### config.mk
export PLATFORM = sky130hd
export DESIGN_NAME = uart_alu_ctrl_flat
export DESIGN_NICKNAME = d
export VERILOG_FILES = /design/src/rtl/uart_alu_ctrl_if.sv /design/src/rtl/uart_alu_ctrl.sv /design/src/flat_wrapper.sv
export SDC_FILE = /design/constraint.sdc
export NUM_CORES = 1
export LEC_CHECK = 0
export CAP_MARGIN = 25
export CORE_UTILIZATION = 45
export CTS_CLUSTER_SIZE = 14
export DETAILED_ROUTE_END_ITERATION = 16
export MAX_ROUTING_LAYER = met4
export PLACE_DENSITY = 0.76
export SLEW_MARGIN = 20
export SYNTH_ARGS = -nofsm -noshare
export SYNTH_HDL_FRONTEND = slang
export SYNTH_SLANG_ARGS = --single-unit
### constraint.sdc
create_clock -name i_clk -period 1.8 [get_ports i_clk]
set_input_delay 0.27 -clock i_clk [delete_from_list [all_inputs] [get_ports i_clk]]
set_output_delay 0.27 -clock i_clk [all_outputs]
set_load 0.01 [all_outputs]
### src/rtl/uart_alu_ctrl_if.sv
// rtl/uart_alu_ctrl_if.sv - UART byte / ALU / status signal bundle for uart_alu_ctrl
interface uart_alu_ctrl_if #(
    parameter int PAYLOAD_SIZE = 8
);
    logic [PAYLOAD_SIZE-1:0] i_rx_data;
    logic                    i_flg_data_received;
    logic                    i_flg_data_sent;
    logic [PAYLOAD_SIZE-1:0] i_alu_result;
    logic [PAYLOAD_SIZE-1:0] o_alu_a;
    logic [PAYLOAD_SIZE-1:0] o_alu_b;
    logic [PAYLOAD_SIZE-1:0] o_alu_op;
    logic [PAYLOAD_SIZE-1:0] o_tx_data;
    logic                    o_send_data;
    logic                    o_busy;
    logic                    o_err_timeout;
    logic                    o_err_overrun;

    modport slave (
        input  i_rx_data, i_flg_data_received, i_flg_data_sent, i_alu_result,
        output o_alu_a, o_alu_b, o_alu_op, o_tx_data,
        output o_send_data, o_busy, o_err_timeout, o_err_overrun
    );

    modport master (
        output i_rx_data, i_flg_data_received, i_flg_data_sent, i_alu_result,
        input  o_alu_a, o_alu_b, o_alu_op, o_tx_data,
        input  o_send_data, o_busy, o_err_timeout, o_err_overrun
    );
endinterface

### src/rtl/uart_alu_ctrl.sv
// rtl/uart_alu_ctrl.sv - collects A, B, opcode bytes from a UART, runs the ALU, sends the result
module uart_alu_ctrl #(
    parameter int PAYLOAD_SIZE   = 8,
    parameter int TIMEOUT_CYCLES = 50000
) (
    input  logic              i_clk,
    input  logic              i_rst,
    uart_alu_ctrl_if.slave    bus
);
    localparam int GW = $clog2(TIMEOUT_CYCLES + 1);
    localparam logic [GW-1:0] C_GAP_LAST = GW'(TIMEOUT_CYCLES - 1);
    localparam logic [GW-1:0] C_GAP_MAX  = {GW{1'b1}};

    typedef enum logic [2:0] {
        S_IDLE,
        S_GET_B,
        S_GET_OP,
        S_EXEC,
        S_SEND,
        S_WAIT_DONE
    } state_t;

    state_t                  r_state;
    state_t                  w_next;
    logic [GW-1:0]           r_gap;
    logic [PAYLOAD_SIZE-1:0] r_alu_a;
    logic [PAYLOAD_SIZE-1:0] r_alu_b;
    logic [PAYLOAD_SIZE-1:0] r_alu_op;
    logic [PAYLOAD_SIZE-1:0] r_tx_data;
    logic                    r_send;
    logic                    r_timeout;
    logic                    w_rx;
    logic                    w_gap_expired;
    logic                    w_timeout_now;
    logic                    w_in_gap_state;
    logic                    w_overrun;

    assign w_rx           = bus.i_flg_data_received;
    assign w_gap_expired  = (r_gap == C_GAP_LAST);
    assign w_in_gap_state = (r_state == S_GET_B) || (r_state == S_GET_OP);
    assign w_overrun      = w_rx && ((r_state == S_EXEC) || (r_state == S_SEND) ||
                                     (r_state == S_WAIT_DONE));

    // A byte arriving on the expiry cycle takes priority over the timeout.
    always_comb begin
        w_next        = r_state;
        w_timeout_now = 1'b0;
        case (r_state)
            S_IDLE: begin
                if (w_rx) w_next = S_GET_B;
            end
            S_GET_B: begin
                if (w_rx) begin
                    w_next = S_GET_OP;
                end else if (w_gap_expired) begin
                    w_next        = S_IDLE;
                    w_timeout_now = 1'b1;
                end
            end
            S_GET_OP: begin
                if (w_rx) begin
                    w_next = S_EXEC;
                end else if (w_gap_expired) begin
                    w_next        = S_IDLE;
                    w_timeout_now = 1'b1;
                end
            end
            S_EXEC:      w_next = S_SEND;
            S_SEND:      w_next = S_WAIT_DONE;
            S_WAIT_DONE: begin
                if (bus.i_flg_data_sent) w_next = S_IDLE;
            end
            default:     w_next = S_IDLE;
        endcase
    end

    always_ff @(posedge i_clk or negedge i_rst) begin
        if (!i_rst) begin
            r_state   <= S_IDLE;
            r_gap     <= '0;
            r_alu_a   <= '0;
            r_alu_b   <= '0;
            r_alu_op  <= '0;
            r_tx_data <= '0;
            r_send    <= 1'b0;
            r_timeout <= 1'b0;
        end else begin
            r_state   <= w_next;
            r_send    <= (w_next == S_SEND);
            r_timeout <= w_timeout_now;

            if ((r_state == S_IDLE) && w_rx)   r_alu_a   <= bus.i_rx_data;
            if ((r_state == S_GET_B) && w_rx)  r_alu_b   <= bus.i_rx_data;
            if ((r_state == S_GET_OP) && w_rx) r_alu_op  <= bus.i_rx_data;
            if (r_state == S_EXEC)             r_tx_data <= bus.i_alu_result;

            // Restart on each new gap state, saturate rather than wrap.
            if (((w_next == S_GET_B) || (w_next == S_GET_OP)) && (w_next != r_state)) begin
                r_gap <= '0;
            end else if (w_in_gap_state && (r_gap != C_GAP_MAX)) begin
                r_gap <= r_gap + 1'b1;
            end
        end
    end

    assign bus.o_alu_a       = r_alu_a;
    assign bus.o_alu_b       = r_alu_b;
    assign bus.o_alu_op      = r_alu_op;
    assign bus.o_tx_data     = r_tx_data;
    assign bus.o_send_data   = r_send;
    assign bus.o_busy        = (r_state != S_IDLE);
    assign bus.o_err_timeout = r_timeout;
    assign bus.o_err_overrun = w_overrun;
endmodule

### src/flat_wrapper.sv
// flat-port wrapper written by rule: the top's interface ports become plain ports
module uart_alu_ctrl_flat 
#(
    parameter int PAYLOAD_SIZE   = 8,
    parameter int TIMEOUT_CYCLES = 50000
)
  (i_clk, i_rst, bus_i_rx_data, bus_i_flg_data_received, bus_i_flg_data_sent, bus_i_alu_result, bus_o_alu_a, bus_o_alu_b, bus_o_alu_op, bus_o_tx_data, bus_o_send_data, bus_o_busy, bus_o_err_timeout, bus_o_err_overrun);
  uart_alu_ctrl_if #(.PAYLOAD_SIZE(PAYLOAD_SIZE)) bus_i ();
  input  logic i_clk;
  input  logic i_rst;
  input wire logic [$bits(bus_i.i_rx_data)-1:0] bus_i_rx_data;
  input wire logic [$bits(bus_i.i_flg_data_received)-1:0] bus_i_flg_data_received;
  input wire logic [$bits(bus_i.i_flg_data_sent)-1:0] bus_i_flg_data_sent;
  input wire logic [$bits(bus_i.i_alu_result)-1:0] bus_i_alu_result;
  output wire logic [$bits(bus_i.o_alu_a)-1:0] bus_o_alu_a;
  output wire logic [$bits(bus_i.o_alu_b)-1:0] bus_o_alu_b;
  output wire logic [$bits(bus_i.o_alu_op)-1:0] bus_o_alu_op;
  output wire logic [$bits(bus_i.o_tx_data)-1:0] bus_o_tx_data;
  output wire logic [$bits(bus_i.o_send_data)-1:0] bus_o_send_data;
  output wire logic [$bits(bus_i.o_busy)-1:0] bus_o_busy;
  output wire logic [$bits(bus_i.o_err_timeout)-1:0] bus_o_err_timeout;
  output wire logic [$bits(bus_i.o_err_overrun)-1:0] bus_o_err_overrun;
  assign bus_i.i_rx_data = bus_i_rx_data;
  assign bus_i.i_flg_data_received = bus_i_flg_data_received;
  assign bus_i.i_flg_data_sent = bus_i_flg_data_sent;
  assign bus_i.i_alu_result = bus_i_alu_result;
  assign bus_o_alu_a = bus_i.o_alu_a;
  assign bus_o_alu_b = bus_i.o_alu_b;
  assign bus_o_alu_op = bus_i.o_alu_op;
  assign bus_o_tx_data = bus_i.o_tx_data;
  assign bus_o_send_data = bus_i.o_send_data;
  assign bus_o_busy = bus_i.o_busy;
  assign bus_o_err_timeout = bus_i.o_err_timeout;
  assign bus_o_err_overrun = bus_i.o_err_overrun;
  uart_alu_ctrl #(.PAYLOAD_SIZE(PAYLOAD_SIZE), .TIMEOUT_CYCLES(TIMEOUT_CYCLES)) u_core (.i_clk(i_clk), .i_rst(i_rst), .bus(bus_i));
endmodule
==> flow_metrics.tcl <==
set metrics [dict create \
    die_height_um 74.8 \
    yosys_warnings 0 \
    hp-class "in2async" \
    ys_seq_area_share_pct 55.6 \
    fin_worst_skew_ns 0.00497 \
    holdWs_ns 0.424 \
    clock-sinks 53 \
    crit_required_ns 1.99 \
    syn_avg_cell_area_um2 11.3 \
    synth-edff-count 0 \
    dp_hpwl_um 3880 \
    synth_top_cells_by_area "dfrtp_1 56%, mux2_2 11%, nand2_1 5.0%, or4_1 3.1%, a21oi_1 2.9%" \
    reg2reg_setup_slack_ns -0.08 \
    clk_pin_slew_ns 0.09 \
    cts-root-buf "clkbuf_8" \
    p_leak_nw 1.45 \
    dp_slack_ns -0.0684 \
    viasPerCell 5.47 \
    violations "setup timing" \
    grt_pass1_vias 1903 \
    rsz0062_at_grt "true" \
    rr_startpoint "u_core.r_gap[1]$_DFFE_PN0P_" \
    antennaDiodeCount 0 \
    syn_inst 211 \
    fillers 392 \
    syn-num-nets 232 \
    clk_latency_ns 0.30 \
    die_area_um2 5590 \
    relSlewSlack_pct 72.4 \
    crit_type "reg2reg" \
    yosysMostFrequentCell "dfrtp_1" \
    postLayoutCoreUtil_pct 67.9 \
    fmax_mhz 533 \
    end_kind "flip-flop" \
    area.growth.synth_to_final_pct 45.4 \
    r2r_cells 6 \
    report.final.slew_viol_count 0 \
    status "complete, but fails checks" \
    setup_ws_ns -0.0750 \
    die_x_um 74.8 \
    drt_iter0_drc 168 \
    cts_tree "built" \
    drt-total-wl_um 5910 \
    grt_overflow_total 0 \
    ys.flop_type "dfrtp_1" \
    ys_types 41 \
    min_period_over_period_pct 104 \
    layout-drive-gt1-share_pct 33.7 \
    cp-start-kind "flip-flop" \
    synth_area_leader_cell "dfrtp_1" \
    grt_pass1_wl_um 8770 \
    wire_per_inst_um 15.8 \
    fin_crit_ns 1.88 \
    vdd_drop_max_uv 879 \
    cts_max_level 2 \
    route.detailed.drc 0 \
    setup_viol 4 \
    cp.arrival_ns 2.06 \
    grt_use_total_pct 21.4 \
    hold_violations 0 \
    syn-cell-area_um2 2380 \
    initial_core_util_pct 46.7 \
    antenna_found_initial 0 \
    power.density_nw_per_um2 1450 \
    grt_max_degree 39 \
    antenna_left 0 \
    vias 2041 \
    ys_ff_latch 53 \
    postSynth.asyncResetShare_pct 100 \
    max_cap_violations 0 \
    fin_nets 324 \
    synth_top_area_share_pct 55.6 \
    critPathMaxFanout 4 \
    gp_congestion 0.830 \
    worstReg2RegEnd "u_core.r_state[0]$_DFF_PN0_" \
    clockBufferDepth 2 \
    synth_common_cells "53 x dfrtp_1, 32 x nand2_1, 24 x mux2_2" \
    rows 26 \
    ios 56 \
    core-area_um2 5110 \
    dr.pass1.iters 4 \
    port_buffers 55 \
    tightest_slew_ns 0.414 \
    cts_made_buffers 5 \
]
[how the worst max path moves through the flow]
stage	slack, ns	endpoint	depth (start not counted)	start
CTS	-0.04	u_core.r_gap[12]$_DFFE_PN0P_	5	u_core.r_state[1]$_DFF_PN0_
finish	-0.08	u_core.r_state[0]$_DFF_PN0_	6	u_core.r_gap[1]$_DFFE_PN0P_
global route	-0.17	u_core.r_state[0]$_DFF_PN0_	6	u_core.r_gap[0]$_DFFE_PN0P_
floorplan	0.05	u_core.r_gap[12]$_DFFE_PN0P_	6	u_core.r_gap[0]$_DFFE_PN0P_
detailed placement	-0.07	u_core.r_state[0]$_DFF_PN0_	4	u_core.r_gap[10]$_DFFE_PN0P_
global placement	-0.04	u_core.r_state[0]$_DFF_PN0_	4	u_core.r_gap[10]$_DFFE_PN0P_
[power by group]
part | switching [mW] | leakage, nW | total [mW] | internal (mW)
logic | 0.995 | 0.732 | 2.36 | 1.36
registers | 0.257 | 0.667 | 1.88 | 1.62
clock network | 0.369 | 0.0540 | 0.774 | 0.405
[critical path: stages (launching register included)]
cell and delay, ns:
dfrtp_1 0.37, ha_2 0.20, nand4_1 0.14, buf_4 0.20
or4_4 0.57, a22oi_2 0.18, o21ai_1 0.10
[layer usage]
metal  vias up  global-route usage [%]  wire, um
li1        952                       -         -
met1      1012                    27.1      2410
met2        73                    34.6      3060
met3         4                    6.29       398
met4         0                    3.77        45
met5         -                       -         0
[metrics by stage]
step | power, mW | setup TNS (ns) | instances | instance area [um^2]
after CTS | 4.94 | -0.140 | 368 | 3360
after global placement | 4.04 | -0.0387 | 354 | 3180
after floorplan | 2.89 | 0 | 211 | 2380
after detailed placement | 4.09 | -0.147 | 354 | 3180
final | 5.01 | -0.129 | 373 | 3470
after global routing | 5.30 | -0.973 | 373 | 3470
[layout by cell type (no fill, tap or decap), types with 3 or more instances in the layout]
master	n
o21ai_0	4
nand2_1	32
a21oi_2	6
or4_4	4
dfrtp_1	50
buf_4	31
nor3_2	3
clkdlybuf4s50_1	52
nor3_1	5
clkbuf_8	5
nor2_1	7
o31ai_1	8
nand4_1	5
dfrtp_2	3
a21oi_1	8
mux2_2	24
or3_2	3
nand2b_1	3
or4_1	6
[flip-flops by register name, indices dropped and copies added (netlist names)]
signal,count
u_core.bus.o_alu_a,8
u_core.bus.o_tx_data,8
u_core.r_gap,16
u_core.bus.o_alu_b,8
u_core.bus.o_send_data,1
u_core.bus.o_alu_op,8
u_core.bus.o_err_timeout,1
u_core.r_state,3
[final cells by class]
cell class                      instances  area, um^2  share of cell area [%]
Multi-Input combinational cell        148        1090                    31.4
Tap cell                               70        87.6                    2.53
Inverter                                3        11.3                   0.325
Clock buffer                            5        68.8                    1.99
Clock inverter                          2        35.0                    1.01
Timing Repair Buffer                   92         846                    24.4
Sequential cell                        53        1330                    38.4
[logic make-up (layout without fill, tap and decap cells)]
family / Yosys count / count (layout) / share of synthesized area [%]
AO/OA/AOI/OAI: 35 / 35 / 9.08
buffers and inverters: 11 / 102 / 2.73
XOR/XNOR: 2 / 2 / 1.05
AND/OR/NAND/NOR: 85 / 86 / 19.6
adder cells (fa/ha/maj): 1 / 1 / 0.525
flip-flops: 53 / 53 / 55.6
multiplexers: 24 / 24 / 11.3
[timing repair]
item | CTS | global route
gates resized for setup | 9 | 26
buffers inserted | 7 | 3
pin swaps | 6 | 6
hold endpoints to repair | 15 | 0
endpoints found under the setup margin | 6 | 17
hold buffers | 1 | 0
cloned | 0 | 2
No activity file was read; power rests on OpenSTA's default activity.
